`config.mk`:
```
export PLATFORM = sky130hd
export DESIGN_NAME = dac_sample_sequencer
export DESIGN_NICKNAME = d
export VERILOG_FILES = /design/src/rtl/dac_sample_sequencer_pkg.sv /design/src/rtl/dac_sample_sequencer_fifo.sv /design/src/rtl/dac_sample_sequencer.sv
export SDC_FILE = /design/constraint.sdc
export NUM_CORES = 1
export LEC_CHECK = 0
export CORE_UTILIZATION = 45
export DETAILED_ROUTE_END_ITERATION = 10
export PLACE_DENSITY = 0.64
export RECOVER_POWER = 50
export SYNTH_ARGS = -nofsm -noshare
export SYNTH_HDL_FRONTEND = slang
export SYNTH_SLANG_ARGS = --single-unit
```
`constraint.sdc`:
```
create_clock -name clk -period 3.05 [get_ports clk]
set_input_delay 0.305 -clock clk [delete_from_list [all_inputs] [get_ports clk]]
set_output_delay 0.305 -clock clk [all_outputs]
set_load 0.005 [all_outputs]
```
`src/rtl/dac_sample_sequencer_pkg.sv`:
```
// Shared constants and handshake state encoding for the DAC sample sequencer.
package dac_sample_sequencer_pkg;

    // Duty-cycle sample width expected by the audio DAC.
    localparam int DAC_DUTY_W = 12;

    // Four-phase handshake states towards the DAC.
    typedef enum logic [1:0] {
        IDLE    = 2'd0,
        REQ     = 2'd1,
        RELEASE = 2'd2
    } hs_state_e;

endpackage

```
`src/rtl/dac_sample_sequencer_fifo.sv`:
```
// Synchronous single-clock FIFO with exact occupancy count and head-of-queue
// read data (first-word-fall-through), used to buffer DAC samples.
module sync_fifo #(
    parameter int DEPTH = 16,
    parameter int WIDTH = 12
) (
    input  logic                       clk,
    input  logic                       rst,
    input  logic                       wr_en,
    input  logic [WIDTH-1:0]           wr_data,
    input  logic                       rd_en,
    output logic [WIDTH-1:0]           rd_data,
    output logic [$clog2(DEPTH):0]     level,
    output logic                       full,
    output logic                       empty
);

    localparam int AW = $clog2(DEPTH);

    logic [WIDTH-1:0] mem_q [DEPTH];
    logic [AW-1:0]    wr_ptr_q, wr_ptr_d;
    logic [AW-1:0]    rd_ptr_q, rd_ptr_d;
    logic [AW:0]      level_q, level_d;
    logic             push, pop;

    // Full/empty come from the registered level only, so a pop never frees a
    // slot for a write in the same cycle and a fresh write is not poppable yet.
    always_comb begin
        full     = (level_q == (AW+1)'(DEPTH));
        empty    = (level_q == '0);
        push     = wr_en && !full;
        pop      = rd_en && !empty;
        wr_ptr_d = push ? wr_ptr_q + AW'(1) : wr_ptr_q;
        rd_ptr_d = pop  ? rd_ptr_q + AW'(1) : rd_ptr_q;
        level_d  = level_q;
        if (push && !pop) begin
            level_d = level_q + (AW+1)'(1);
        end else if (pop && !push) begin
            level_d = level_q - (AW+1)'(1);
        end
        rd_data  = mem_q[rd_ptr_q];
        level    = level_q;
    end

    // Pointer and occupancy registers.
    always_ff @(posedge clk) begin
        if (rst) begin
            wr_ptr_q <= '0;
            rd_ptr_q <= '0;
            level_q  <= '0;
        end else begin
            wr_ptr_q <= wr_ptr_d;
            rd_ptr_q <= rd_ptr_d;
            level_q  <= level_d;
        end
    end

    // Sample storage; contents are don't-care until written, so no reset.
    always_ff @(posedge clk) begin
        if (push) begin
            mem_q[wr_ptr_q] <= wr_data;
        end
    end

endmodule

```
`src/rtl/dac_sample_sequencer.sv`:
```
// Paced sample feeder: buffers MMIO-written duty samples and hands one to the
// DAC per sample period over a four-phase req/ack handshake.
module dac_sample_sequencer
    import dac_sample_sequencer_pkg::*;
#(
    parameter int FIFO_DEPTH = 16,
    parameter int DIV_W      = 16,
    parameter int DUTY_W     = DAC_DUTY_W
) (
    input  logic                          clk,
    input  logic                          rst,
    input  logic                          enable,
    input  logic [DIV_W-1:0]              rate_div,
    input  logic                          wr_valid,
    input  logic [DUTY_W-1:0]             wr_data,
    output logic                          wr_ready,
    output logic [$clog2(FIFO_DEPTH):0]   fifo_level,
    input  logic                          clear_flags,
    output logic                          underrun,
    output logic                          missed_tick,
    output logic                          busy,
    output logic [DUTY_W-1:0]             dac_duty,
    output logic                          dac_req,
    input  logic                          dac_ack
);

    logic [DIV_W-1:0]  count_q, count_d;
    hs_state_e         state_q, state_d;
    logic              req_q, req_d;
    logic [DUTY_W-1:0] duty_q, duty_d;
    logic              underrun_q, underrun_d;
    logic              missed_q, missed_d;
    logic              tick, pop;
    logic              underrun_set, missed_set;
    logic              fifo_full, fifo_empty;
    logic [DUTY_W-1:0] fifo_head;

    sync_fifo #(
        .DEPTH (FIFO_DEPTH),
        .WIDTH (DUTY_W)
    ) u_fifo (
        .clk     (clk),
        .rst     (rst),
        .wr_en   (wr_valid),
        .wr_data (wr_data),
        .rd_en   (pop),
        .rd_data (fifo_head),
        .level   (fifo_level),
        .full    (fifo_full),
        .empty   (fifo_empty)
    );

    // Sample-period divider; >= compare so lowering rate_div mid-count ticks
    // immediately instead of wrapping through the whole counter range.
    always_comb begin
        tick    = enable && (count_q >= rate_div);
        count_d = (enable && !tick) ? count_q + DIV_W'(1) : '0;
    end

    // Handshake FSM plus sticky flag update (set wins over clear).
    always_comb begin
        state_d      = state_q;
        req_d        = req_q;
        duty_d       = duty_q;
        pop          = 1'b0;
        underrun_set = 1'b0;
        missed_set   = 1'b0;
        case (state_q)
            IDLE: begin
                if (tick) begin
                    if (!fifo_empty) begin
                        pop     = 1'b1;
                        duty_d  = fifo_head;
                        req_d   = 1'b1;
                        state_d = REQ;
                    end else begin
                        underrun_set = 1'b1;
                    end
                end
            end
            REQ: begin
                missed_set = tick;
                if (dac_ack) begin
                    req_d   = 1'b0;
                    state_d = RELEASE;
                end
            end
            RELEASE: begin
                missed_set = tick;
                if (!dac_ack) begin
                    state_d = IDLE;
                end
            end
            default: begin
                req_d   = 1'b0;
                state_d = IDLE;
            end
        endcase
        underrun_d = underrun_set | (underrun_q & ~clear_flags);
        missed_d   = missed_set   | (missed_q   & ~clear_flags);
    end

    // State, request, held sample and flag registers.
    always_ff @(posedge clk) begin
        if (rst) begin
            count_q    <= '0;
            state_q    <= IDLE;
            req_q      <= 1'b0;
            duty_q     <= '0;
            underrun_q <= 1'b0;
            missed_q   <= 1'b0;
        end else begin
            count_q    <= count_d;
            state_q    <= state_d;
            req_q      <= req_d;
            duty_q     <= duty_d;
            underrun_q <= underrun_d;
            missed_q   <= missed_d;
        end
    end

    assign wr_ready    = !fifo_full;
    assign busy        = (state_q != IDLE);
    assign dac_req     = req_q;
    assign dac_duty    = duty_q;
    assign underrun    = underrun_q;
    assign missed_tick = missed_q;

endmodule

```
==> flow_metrics.env <==
export IMPL_synth_area_leaders="edfxtp_1, mux4_2, dfxtp_1"
export IMPL_drcViolationCount=0
export IMPL_hold_viol_final=0
export IMPL_synth_ff_type="edfxtp_1"
export IMPL_wl_um=21200
export IMPL_maxCapViolCount=0
export IMPL_clock_latency_ns=0.53
export IMPL_synth_simple_area_share_pct=6.44
export IMPL_ant_nets=0
export IMPL_synth_cell_type_count=49
export IMPL_place_hpwl_um=13100
export IMPL_status="finished with violations"
export IMPL_yosys_top_cells_count="edfxtp_1, mux4_2, dfxtp_1"
export IMPL_power_frac_seq_pct=50.4
export IMPL_via_count=5604
export IMPL_post_route_util_pct=55.7
export IMPL_finalMaxSlewViolations=0
export IMPL_grt_ovfl_total=0
export IMPL_vias_per_cell=5.54
export IMPL_ioPinCount=56
export IMPL_root_buffer="clkbuf_16"
export IMPL_worst_pin_slew_ns=0.954
export IMPL_yosys_area_share_xor_xnor_pct=1.85
export IMPL_syn_to_final_growth_pct=21.7
export IMPL_setup_viol=2
export IMPL_ys_async_sr_fraction_pct=0
export IMPL_initial_utilization_pct=45.8
export IMPL_totalPowerFinal_w=0.00721
export IMPL_cts_max_level=1
export IMPL_wl_per_cell_um=21.0
export IMPL_synth_compound_area_share_pct=4.77
export IMPL_wl_met3_um=1390
export IMPL_fin_crit_sh_pct=102
export IMPL_synth_seq_cells=238
export IMPL_fin_crit_ns=3.11
export IMPL_r2r_slack_ns=-0.06
export IMPL_rsz0062_at_grt="yes"
export IMPL_nNetsFinal=777
export IMPL_place_gp_congestion=0.787
export IMPL_p_int_w=0.00557
export IMPL_post_place_cells=960
export IMPL_cts_made_buffers=25
export IMPL_yosysSeqAreaShare_pct=67.1
export IMPL_synth_mux_area_share_pct=13.1
export IMPL_max_freq_mhz=322
export IMPL_met1_length_um=8830
export IMPL_cts_hold_buffers=0
export IMPL_grt_pass1_vias=5769
export IMPL_critPathKind="flop to flop"
export IMPL_portBuffers=55
export IMPL_clockBufferDepth=3
export IMPL_syn_area_sq_mm=0.00997
export IMPL_worstPathArrival_ns=3.57
export IMPL_p_leak_nw=4.12
export IMPL_antenna_found_initial=0
export IMPL_first_pass_iters=5
export IMPL_setup_slack_ns=-0.0582
export IMPL_cts_tree="yes"
export IMPL_slew_headroom_pct=36.3
export IMPL_crit_fanout=4
export IMPL_worstHoldPathType="input pin to flop"
export IMPL_grt_pass1_wl_um=32600
export IMPL_grt_max_degree=54
export IMPL_synth_edf_count=192
export IMPL_routed_wl_met2_um=10300
export IMPL_synth_top_family_by_area="multiplexers"
export IMPL_swShare_pct=22.7
export IMPL_post_synth_top_area_fraction_pct=57.8
export IMPL_worstPathRequired_ns=3.51
export IMPL_syn_inst=603
export IMPL_clock_skew_ns=0.0252
export IMPL_yosysMostFrequentCell="edfxtp_1"
export IMPL_clk_pin_slew_ns=0.06
export IMPL_irDropWorstVdd_uv=466
export IMPL_core_area_sq_mm=0.0218
export IMPL_power_frac_clock_pct=40.2
export IMPL_syn_area_per_cell_sq_um=16.5
export IMPL_grt_usage_pct=19.5
export IMPL_cts_sinks=238
export IMPL_synth_nets=667
export IMPL_top_layer_used="met4"
export IMPL_rows=54
export IMPL_pre_cts_ws_ns=-0.601
export IMPL_start_kind="flop"
export IMPL_end_kind="flop"
export IMPL_die_area_sq_mm=0.0228
export IMPL_p_comb_share_pct=9.4
export IMPL_powerDensity_mw_per_mm2=595
export IMPL_drt_initial_drc_count=362
export IMPL_die_width_um=151
export IMPL_fp_dieH_um=151
export IMPL_synth_adder_area_share_pct=3.84
export IMPL_antennaDiodeCount=0
export IMPL_layout_drive_gt1_share_pct=26.1
export IMPL_synth_area_leader_cell="edfxtp_1"
export IMPL_layout_cells_non_filler=1011
export IMPL_ys_warn_count=0
export IMPL_power_switching_w=0.00164
export IMPL_failed_checks="setup timing"
-- layout make-up --
| class | count | area [sq um] |
|---|---|---|
| clock inverter | 12 | 93.8 |
| timing repair buffer | 113 | 1040 |
| clock buffer | 33 | 696 |
| tap | 280 | 350 |
| fill | 1691 | 9630 |
| sequential | 238 | 6700 |
| multi-input combinational | 306 | 3130 |
| inverter | 29 | 111 |
-- kinds of logic after synthesis --
logic type               count (synthesis)
flip-flops                             238
AND/OR/NAND/NOR                        121
AO/OA/AOI/OAI                           71
multiplexers                            63
buffers and inverters                   59
adder cells (fa/ha/maj)                 30
XOR/XNOR                                21
-- worst max-delay path, cell delays in order, from the launching register on --
cell      delay (ns)
dfxtp_1         0.31
ha_1            0.31
and3_1          0.20
o211ai_1        0.23
a21boi_2        0.12
o31ai_4         0.32
nor2_2          0.06
inv_1           0.07
ha_2            0.20
inv_4           0.06
fa_2            0.36
a21o_1          0.18
a21oi_2         0.13
xnor2_1         0.09
or3_1           0.30
a21oi_1         0.11
-- state kept, by name, summed over array words and instances, names as in the netlist --
register / cells
dac_req: 1
u_fifo.level: 5
underrun: 1
u_fifo.mem_q: 192
count_q: 16
dac_duty: 12
state_q: 2
missed_tick: 1
u_fifo.wr_ptr_q: 4
u_fifo.rd_ptr_q: 4
-- cells in the final DEF, fill, tap and decap left out, types with 5 or more instances in the layout --
cell type | Yosys | final
edfxtp_1 | 192 | 192
mux4_2 | 54 | 54
buf_4 | 2 | 52
dfxtp_1 | 46 | 41
nor2_1 | 41 | 40
dlygate4sd3_1 | 0 | 32
inv_1 | 29 | 27
clkbuf_16 | 0 | 25
a21oi_1 | 25 | 23
clkdlybuf4s50_1 | 0 | 23
ha_1 | 29 | 22
nand3_1 | 21 | 21
o21ai_0 | 17 | 17
nand2_1 | 13 | 13
xor2_1 | 12 | 12
nor2_4 | 8 | 8
xnor2_1 | 9 | 8
mux2i_1 | 8 | 8
nand2b_1 | 7 | 7
ha_4 | 0 | 6
and3_1 | 5 | 5
nand4_1 | 5 | 5
a311oi_1 | 5 | 5
clkbuf_1 | 13 | 5
clkinv_2 | 0 | 5
buf_12 | 1 | 5
-- layer usage --
metal | vias up | GRT usage, %
met1 | 2824 | 25.7
met5 | - | 0
li1 | 2555 | -
met3 | 47 | 3.13
met2 | 178 | 32.5
met4 | 0 | 7.10
-- repair_timing --
item / CTS / global route
setup endpoints to repair: 2 / 3
pin swaps: 12 / 10
hold endpoints to repair: 0 / 0
buffers inserted: 3 / 3
resized for setup: 4 / 15
-- through the flow --
stage	hold WS (ns)	instance area [sq um]	setup TNS, ns
2_1_floorplan	0.404	9980	-0.121
3_3_place_gp	0.461	11200	-1.32
3_5_place_dp	0.473	11200	-1.70
4_1_cts	0.406	12000	-0.104
5_1_grt	0.461	12100	-0.469
6_report	0.415	12100	-0.100
-- power groups by stage --
| stage | clock network [W] | registers (W) | logic [W] |
|---|---|---|---|
| 3_5_place_dp | 0 | 0.00371 | 0.000643 |
| 4_1_cts | 0.00296 | 0.00364 | 0.000659 |
| 3_3_place_gp | 0 | 0.00370 | 0.000618 |
| 2_1_floorplan | 0 | 0.00370 | 0.000326 |
| 5_1_grt | 0.00308 | 0.00365 | 0.000737 |
| 6_report | 0.00290 | 0.00364 | 0.000678 |
-- path summary, 6_finish.rpt --
| check | from | to | cells past startpoint |
|---|---|---|---|
| min | clear_flags | underrun$_SDFF_PP0_ | 4 |
| max reg2reg | count_q[6]$_SDFF_PP0_ | u_fifo.level[4]$_SDFFE_PP0P_ | 15 |
| min reg2reg | dac_duty[9]$_SDFFE_PP0P_ | dac_duty[9]$_SDFFE_PP0P_ | 2 |
| max | count_q[6]$_SDFF_PP0_ | u_fifo.level[4]$_SDFFE_PP0P_ | 15 |
Note: power is estimated with default switching activity, not from simulation.
